[src/rtl/dl_pkg.sv]
// +--------------------------------------------------------------------+
// | dl_pkg : shared bus-FSM state encoding and default sizes            |
// | Rev 1.0                                                             |
// +--------------------------------------------------------------------+
`default_nettype none

package dl_pkg;

   localparam int DL_WIDTH_DEF = 8;
   localparam int DL_DEPTH_DEF = 4;

   typedef enum logic [1:0] {
      IDLE   = 2'd0,
      DRIVE  = 2'd1,
      SAMPLE = 2'd2
   } dl_state_e;

endpackage

`default_nettype wire

[src/rtl/dl_fifo.sv]
// +--------------------------------------------------------------------+
// | dl_fifo : DEPTH x WIDTH write queue, head word always visible       |
// | Rev 1.0                                                             |
// +--------------------------------------------------------------------+
`default_nettype none

module dl_fifo #(
   parameter int WIDTH = 8,
   parameter int DEPTH = 4
) (
   input  logic                     CLK,
   input  logic                     nRES,
   input  logic                     push,
   input  logic                     pop,
   input  logic [WIDTH-1:0]         din,
   output logic [WIDTH-1:0]         head,
   output logic                     empty,
   output logic                     full,
   output logic [$clog2(DEPTH):0]   level
);

   localparam int             AW       = $clog2(DEPTH);
   localparam logic [AW:0]    FULL_LVL = (AW+1)'(DEPTH);

   // Pointers carry one extra bit so full and empty stay distinguishable.
   logic [AW:0]      wr_q, wr_d;
   logic [AW:0]      rd_q, rd_d;
   logic [WIDTH-1:0] mem_q [DEPTH];
   logic             w_push;
   logic             w_pop;

   assign level  = wr_q - rd_q;
   assign empty  = (wr_q == rd_q);
   assign full   = (level == FULL_LVL);
   assign head   = mem_q[rd_q[AW-1:0]];

   assign w_push = push & ~full;
   assign w_pop  = pop  & ~empty;

   always_comb begin
      wr_d = wr_q;
      rd_d = rd_q;
      if (w_push) wr_d = wr_q + 1'b1;
      if (w_pop)  rd_d = rd_q + 1'b1;
   end

   always_ff @(posedge CLK or negedge nRES) begin
      if (!nRES) begin
         wr_q <= '0;
         rd_q <= '0;
      end else begin
         wr_q <= wr_d;
         rd_q <= rd_d;
      end
   end

   always_ff @(posedge CLK) begin
      if (w_push) mem_q[wr_q[AW-1:0]] <= din;
   end

endmodule

`default_nettype wire

[src/rtl/dl_buffer.sv]
// +--------------------------------------------------------------------+
// | dl_buffer : data latch plus write queue and ASIC bus FSM            |
// | Option DL_OVF_STICKY_EN adds sticky overflow flag (ovf / ovf_clr)   |
// | Rev 1.0                                                             |
// +--------------------------------------------------------------------+
`default_nettype none

module dl_buffer
   import dl_pkg::*;
#(
   parameter int WIDTH = DL_WIDTH_DEF,
   parameter int DEPTH = DL_DEPTH_DEF
) (
   input  logic                     CLK,
   input  logic                     nRES,
   input  logic                     cs_n,
   input  logic [WIDTH-1:0]         res,
   input  logic                     res_load,
   input  logic                     rd_req,
   input  logic [WIDTH-1:0]         dbus_in,
   output logic [WIDTH-1:0]         dbus_out,
   output logic                     dbus_oe,
   input  logic                     bus_ack,
   output logic [WIDTH-1:0]         dl,
   output logic                     empty,
   output logic                     full,
   output logic [$clog2(DEPTH):0]   level
`ifdef DL_OVF_STICKY_EN
   ,
   input  logic                     ovf_clr,
   output logic                     ovf
`endif
);

   localparam int             LW      = $clog2(DEPTH) + 1;
   localparam logic [LW-1:0]  LVL_ONE = LW'(1);

   dl_state_e        state_q, state_d;
   logic             pending_q, pending_d;
   logic [WIDTH-1:0] dl_q, dl_d;
   logic [WIDTH-1:0] w_head;
   logic             w_pop;
   logic             w_push_ok;
   logic             w_remain;

   dl_fifo #(
      .WIDTH (WIDTH),
      .DEPTH (DEPTH)
   ) u_fifo (
      .CLK   (CLK),
      .nRES  (nRES),
      .push  (res_load),
      .pop   (w_pop),
      .din   (res),
      .head  (w_head),
      .empty (empty),
      .full  (full),
      .level (level)
   );

   assign w_push_ok = res_load & ~full;
   // A word pushed while the last one is acked keeps the bus in DRIVE.
   assign w_remain  = (level != LVL_ONE) | w_push_ok;

   always_comb begin
      state_d = state_q;
      w_pop   = 1'b0;
      case (state_q)
         IDLE: begin
            if (!cs_n) begin
               if (!empty)         state_d = DRIVE;
               else if (pending_q) state_d = SAMPLE;
            end
         end
         DRIVE: begin
            if (cs_n) begin
               state_d = IDLE;
            end else if (bus_ack) begin
               w_pop = 1'b1;
               if (!w_remain) state_d = IDLE;
            end
         end
         SAMPLE:  state_d = IDLE;
         default: state_d = IDLE;
      endcase
   end

   always_comb begin
      pending_d = (state_q == SAMPLE) ? 1'b0 : (pending_q | rd_req);
      dl_d      = dl_q;
      if (res_load)               dl_d = res;
      else if (state_q == SAMPLE) dl_d = dbus_in;
   end

   always_ff @(posedge CLK or negedge nRES) begin
      if (!nRES) begin
         state_q   <= IDLE;
         pending_q <= 1'b0;
         dl_q      <= '0;
      end else begin
         state_q   <= state_d;
         pending_q <= pending_d;
         dl_q      <= dl_d;
      end
   end

   assign dbus_oe  = (state_q == DRIVE);
   assign dbus_out = dbus_oe ? w_head : '0;
   assign dl       = dl_q;

`ifdef DL_OVF_STICKY_EN
   logic ovf_q, ovf_d;

   assign ovf_d = (res_load & full) | (ovf_q & ~ovf_clr);

   always_ff @(posedge CLK or negedge nRES) begin
      if (!nRES) ovf_q <= 1'b0;
      else       ovf_q <= ovf_d;
   end

   assign ovf = ovf_q;
`endif

endmodule

`default_nettype wire

[config.mk]
export PLATFORM = sky130hd
export DESIGN_NAME = dl_buffer
export DESIGN_NICKNAME = d
export VERILOG_FILES = /design/src/rtl/dl_pkg.sv /design/src/rtl/dl_fifo.sv /design/src/rtl/dl_buffer.sv
export SDC_FILE = /design/constraint.sdc
export NUM_CORES = 1
export LEC_CHECK = 0
export BUFFER_PORTS_ARGS = -buffer_cell sky130_fd_sc_hd__buf_4
export CORE_AREA = 2 2 77 65
export DETAILED_ROUTE_END_ITERATION = 12
export DIE_AREA = 0 0 79 67
export HOLD_SLACK_MARGIN = 0.12
export PLACE_DENSITY = 0.68
export SLEW_MARGIN = 20
export SYNTH_ARGS = -nofsm -noshare
export SYNTH_HDL_FRONTEND = slang
export SYNTH_SLANG_ARGS = --single-unit
[constraint.sdc]
create_clock -name CLK -period 6.04 [get_ports CLK]
set_clock_uncertainty 0.1 [all_clocks]
set_input_delay 1.208 -clock CLK [delete_from_list [all_inputs] [get_ports CLK]]
set_output_delay 1.208 -clock CLK [all_outputs]
set_load 0.05 [all_outputs]
## Word-level counts from Yosys, hierarchy flattened

Memory sizes are Yosys's and may differ from the RTL's.
Cells that the tools add are included.
Widths: inputs -> output; s select.

- Flip-flop bits (word level): 17
- Latch bits: 0
- Bits in writable memories: 32
- Bits in read-only memories: 0
- Output and inout bits: 22
- Memories: 1

Memory list:

| memory | words | bits a word | rd ports | clocked after Yosys merged registers in | write ports | RTL line | source |
|---|---|---|---|---|---|---|---|
| u_fifo.mem_q | 4 | 8 | 1 | 0 | 1 | dl_fifo.sv:28 | `logic [WIDTH-1:0] mem_q [DEPTH];` |

- Add/subtract/negate cells: 3
- Multiply operators: 0
- Divide/modulo/power cells: 0
- Magnitude comparators: 0
- Equal/unequal tests: 9
- Shift operators: 0
- Muxes and demuxes: 16
- Bitwise logic cells: 6
- Reductions and logical operators: 3

Operators by type and width:

| cell | number |
|---|---|
| $mux 8 | 3 |
| $mux 2 | 6 |
| $add 3x1->3 const B | 2 |
| $mux 1 | 6 |
| $ne 3x3->1 const B | 2 |
| $pmux 2 s2 | 1 |
| $reduce_and 4->1 | 1 |
| $eq 3x3->1 | 1 |
| $eq 3x3->1 const B | 1 |
| $ne 3x1->1 const B | 1 |
| $ne 3x2->1 const B | 1 |
| $sub 3x3->3 | 1 |
| $and 1x1->1 | 2 |
| $eq 2x1->1 const B | 1 |
| $eq 2x2->1 const B | 1 |
| $logic_not 2->1 | 1 |
| $ne 2x2->1 const B | 1 |
| $not 1->1 | 2 |
| $or 1x1->1 | 2 |
| $reduce_bool 2->1 | 1 |

## Depth between registers and ports, before layout

- Word-level depth: 9
- Gate-level depth with buffers: 6
- Gate-level depth less buffers: 6

## By module

A second synthesis with hierarchy kept.

- Cell total of the unflattened synthesis: 154
- Area, all modules: 2,382.3 µm²

Modules (own cells, without submodules):

| module | times used | cells each | area each (µm²) | seq. area each (µm²) |
|---|---|---|---|---|
| dl_fifo | 1 | 86 | 1,625.3 | 1,111.1 |
| dl_buffer | 1 | 68 | 757.0 | 275.3 |

## Worst setup path before layout

Ideal clock, no wire load.

- Path kind: flip-flop to output port
- From: register u_fifo.wr_q[0]
- To: output full
- Arrival time: 1.991 ns
- Required time: 4.732 ns
- Setup slack: 2.741 ns
- Cell stages (with the launch flop): 7
- Path buffers: 0
- Cell sequence: dfrtp_1 inv_1 ha_1 fa_1 xor3_2 nand3_1 inv_1

- Word-level cells in the longest chain between the ends: 2

RTL lines:

| item | RTL line | source |
|---|---|---|
| start, declared | dl_fifo.sv:26 | `logic [AW:0] wr_q, wr_d;` |
| start signal, assigned | dl_fifo.sv:52 | `wr_q <= wr_d;` |
| $sub 3x3->3 | dl_fifo.sv:32 | `assign level = wr_q - rd_q;` |
| named net level[2] | dl_buffer.sv:27 | `output logic [$clog2(DEPTH):0] level` |
| $eq 3x3->1 | dl_fifo.sv:34 | `assign full = (level == FULL_LVL);` |
| end, declared | dl_buffer.sv:26 | `output logic full,` |

The timed path passes the listed nets, and every way through them passes these cells.

## Worst setup path after layout

- From: register u_fifo.rd_q[0]
- To: output full

- Word-level cells in the longest chain between the ends: 2

RTL lines:

| item | RTL line | source |
|---|---|---|
| start, declared | dl_fifo.sv:27 | `logic [AW:0] rd_q, rd_d;` |
| start signal, assigned | dl_fifo.sv:53 | `rd_q <= rd_d;` |
| $sub 3x3->3 | dl_fifo.sv:32 |  |
| $eq 3x3->1 | dl_fifo.sv:34 |  |

Every way passes these cells.

==> flow_metrics.tcl <==
set metrics [dict create \
    dp_cells 241 \
    overflow 0 \
    diodes 0 \
    drt_iter0_drc 71 \
    drc_errors 0 \
    min-delay-start "pending_q" \
    wirelength_um 4140 \
    r2r_slack_ns 3.32 \
    clk_latency_ns 0.30 \
    slew_headroom_pct 57.8 \
    fillCellCount 368 \
    cts_root_buffer "clkbuf_8" \
    r2r_start "u_fifo.rd_q[0]" \
    synth_area_sq_mm 0.00218 \
    ff2ff_path_depth 5 \
    placed_area_sq_mm 0.00255 \
    io_buffers 43 \
    area_growth_pct 21.1 \
    hp-class "flip-flop to flip-flop" \
    mostFrequentLayoutCells "buf_4, edfxtp_1, dfrtp_1" \
    antenna_left 0 \
    chipWidth_um 79 \
    cts_tree "built" \
    final_nets 218 \
    synthArstFlopShare_pct 34.7 \
    die_h_um 67 \
    clock_path_buffers 2 \
    synth_cell_type_count 32 \
    p_seq_share_pct 34.2 \
    post-route-period-util_pct 60.9 \
    core-area_sq_mm 0.00446 \
    rows 22 \
    final_common_cell "buf_4" \
    multi_input_area_sq_um 731 \
    drv_slew 0 \
    hold_violations 0 \
    finalSetupTns_ns 0 \
    vias_per_cell 5.22 \
    finalCriticalPeriod_ns 3.68 \
    seq_area_sq_mm 0.00139 \
    synthFlopType "edfxtp_1" \
    grt_pass1_wl_um 6850 \
    p_comb_share_pct 52.7 \
    vdd_ir_drop_max_v 0.000494 \
    worstSetupEndpointType "primary output" \
    numCtsBuffers 5 \
    path_class "flip-flop to primary output" \
    synth_seq_cells 49 \
    yosysWarnings 0 \
    leakagePower_uw 0.00115 \
    min_to "pending_q" \
    layout-drive-gt1-share_pct 33.9 \
    p_sw_share_pct 44.9 \
    die-area_sq_mm 0.00529 \
    wl_per_cell_um 16.6 \
    cts_resized 0 \
    io_pins 44 \
    cp_data_required_time_ns 4.73 \
    cp_max_fo 11 \
    cts.sinks 49 \
    fmax_mhz 272 \
    worstMarginPinSlew_ns 0.633 \
    holdPathStages 1 \
    gp_congestion 0.822 \
    grt_max_degree 25 \
    start_util_pct 49.0 \
    grt_pass1_vias 1383 \
    synthCells 144 \
    critPathLaunchType "flip-flop" \
    status "completed" \
    setup_viol 0 \
    rsz0062_at_grt "false" \
    cts_max_level 2 \
    track_usage_pct 17.7 \
    p_per_area_mw_per_mm2 583 \
    final_area_sq_mm 0.00265 \
    antenna_found_initial 0 \
    num_vias 1300 \
    hpwl_um 2950 \
    p_int_uw 849 \
    syn_avg_cell_area_sq_um 15.2 \
    p_switching_uw 693 \
    synth-edff-count 32 \
    hold_buffers 0 \
    arrival_ns 2.37 \
    layoutNonFillerInstCount 249 \
    clk_pin_slew_worst_paths_ns 0.09 \
    drv_cap 0 \
    p_clk_share_pct 13.1 \
    synth.net_count 174 \
    ys_seq_area_share_pct 63.5 \
    regToRegEndpoint "u_fifo.mem_q[2][6]" \
    post_cts_buffers 0 \
    dr.pass1.iters 4 \
]
-- cell usage after synthesis, types with 2 or more instances --
library cell	number	area, sq um
a21oi_1	2	10.0
a31oi_1	2	12.5
and3_1	4	25.0
buf_2	2	10.0
clkbuf_1	3	11.3
dfrtp_1	17	425
edfxtp_1	32	961
ha_1	7	87.6
inv_1	9	33.8
mux2i_1	8	80.1
mux4_2	8	180
nand2_1	10	37.5
nand2b_1	2	12.5
nor2_1	2	7.51
nor2b_1	8	50.1
o21ai_0	9	45.0
xnor2_1	4	35.0
-- how the worst max path moves through the flow --
| stage | slack, ns | endpoint | startpoint | cells past startpoint |
|---|---|---|---|---|
| 6_report | 2.36 | full | u_fifo.rd_q[0] | 6 |
| 3_3_place_gp | 2.71 | full | u_fifo.rd_q[0] | 6 |
| 2_1_floorplan | 2.74 | full | u_fifo.wr_q[0] | 6 |
| 3_5_place_dp | 2.66 | full | u_fifo.rd_q[0] | 6 |
| 4_1_cts | 2.32 | full | u_fifo.rd_q[0] | 6 |
| 5_1_grt | 2.20 | full | u_fifo.rd_q[0] | 6 |
-- routing by layer --
metal / share of wire (%) / GRT usage [%]
met2: 52 / 32.0
met3: 4.7 / 4.07
met4: 0.97 / 5.17
met1: 42 / 21.2
met5: 0 / 0
-- cell type report --
type,instances,share of cell area (%)
flip-flops and latches,49,52.4
multi-input cells,80,27.6
repair buffers,43,12.2
clock buffers,6,3.12
well taps,60,2.84
inverters,9,1.28
clock inverters,2,0.520
-- critical path, cell delays in order, from the launching register on --
cell and delay [ns]:
dfrtp_1 0.62, ha_1 0.33, fa_1 0.41, xor3_2 0.28
nand3_1 0.15, inv_1 0.09, buf_4 0.19
-- power groups by stage --
| stage | Clock, uW | Sequential [uW] | Combinational (uW) |
|---|---|---|---|
| after global routing | 219 | 542 | 872 |
| final | 202 | 528 | 813 |
| after floorplan | 0 | 513 | 624 |
| after global placement | 0 | 530 | 803 |
| after detailed placement | 0 | 537 | 816 |
| after CTS | 205 | 530 | 821 |
-- sequential cells by signal, indices dropped and copies added (netlist names) --
register	cells
u_fifo.wr_q	3
dl	8
u_fifo.rd_q	3
u_fifo.mem_q	32
state_q	2
pending_q	1
-- through the flow --
| step | utilization [%] | hold WS (ns) | power (uW) | setup WS, ns |
|---|---|---|---|---|
| 2_1_floorplan | - | 0.364 | 1140 | 2.74 |
| 3_3_place_gp | 57.2 | 0.394 | 1330 | 2.71 |
| 4_1_cts | 59.3 | 0.413 | 1560 | 2.32 |
| 6_report | 59.3 | 0.413 | 1540 | 2.36 |
| 3_5_place_dp | 57.2 | 0.383 | 1350 | 2.66 |
| 5_1_grt | 59.3 | 0.444 | 1630 | 2.20 |
-- kinds of logic after synthesis --
logic type,count (synthesis),share of synthesized area [%]
flops,49,63.5
simple gates,31,7.56
mux,18,13.1
compound gates,17,4.70
buf+inv,15,3.04
fa+ha+maj,8,4.93
xor+xnor,6,3.15
(Power assumes the default switching activity.)
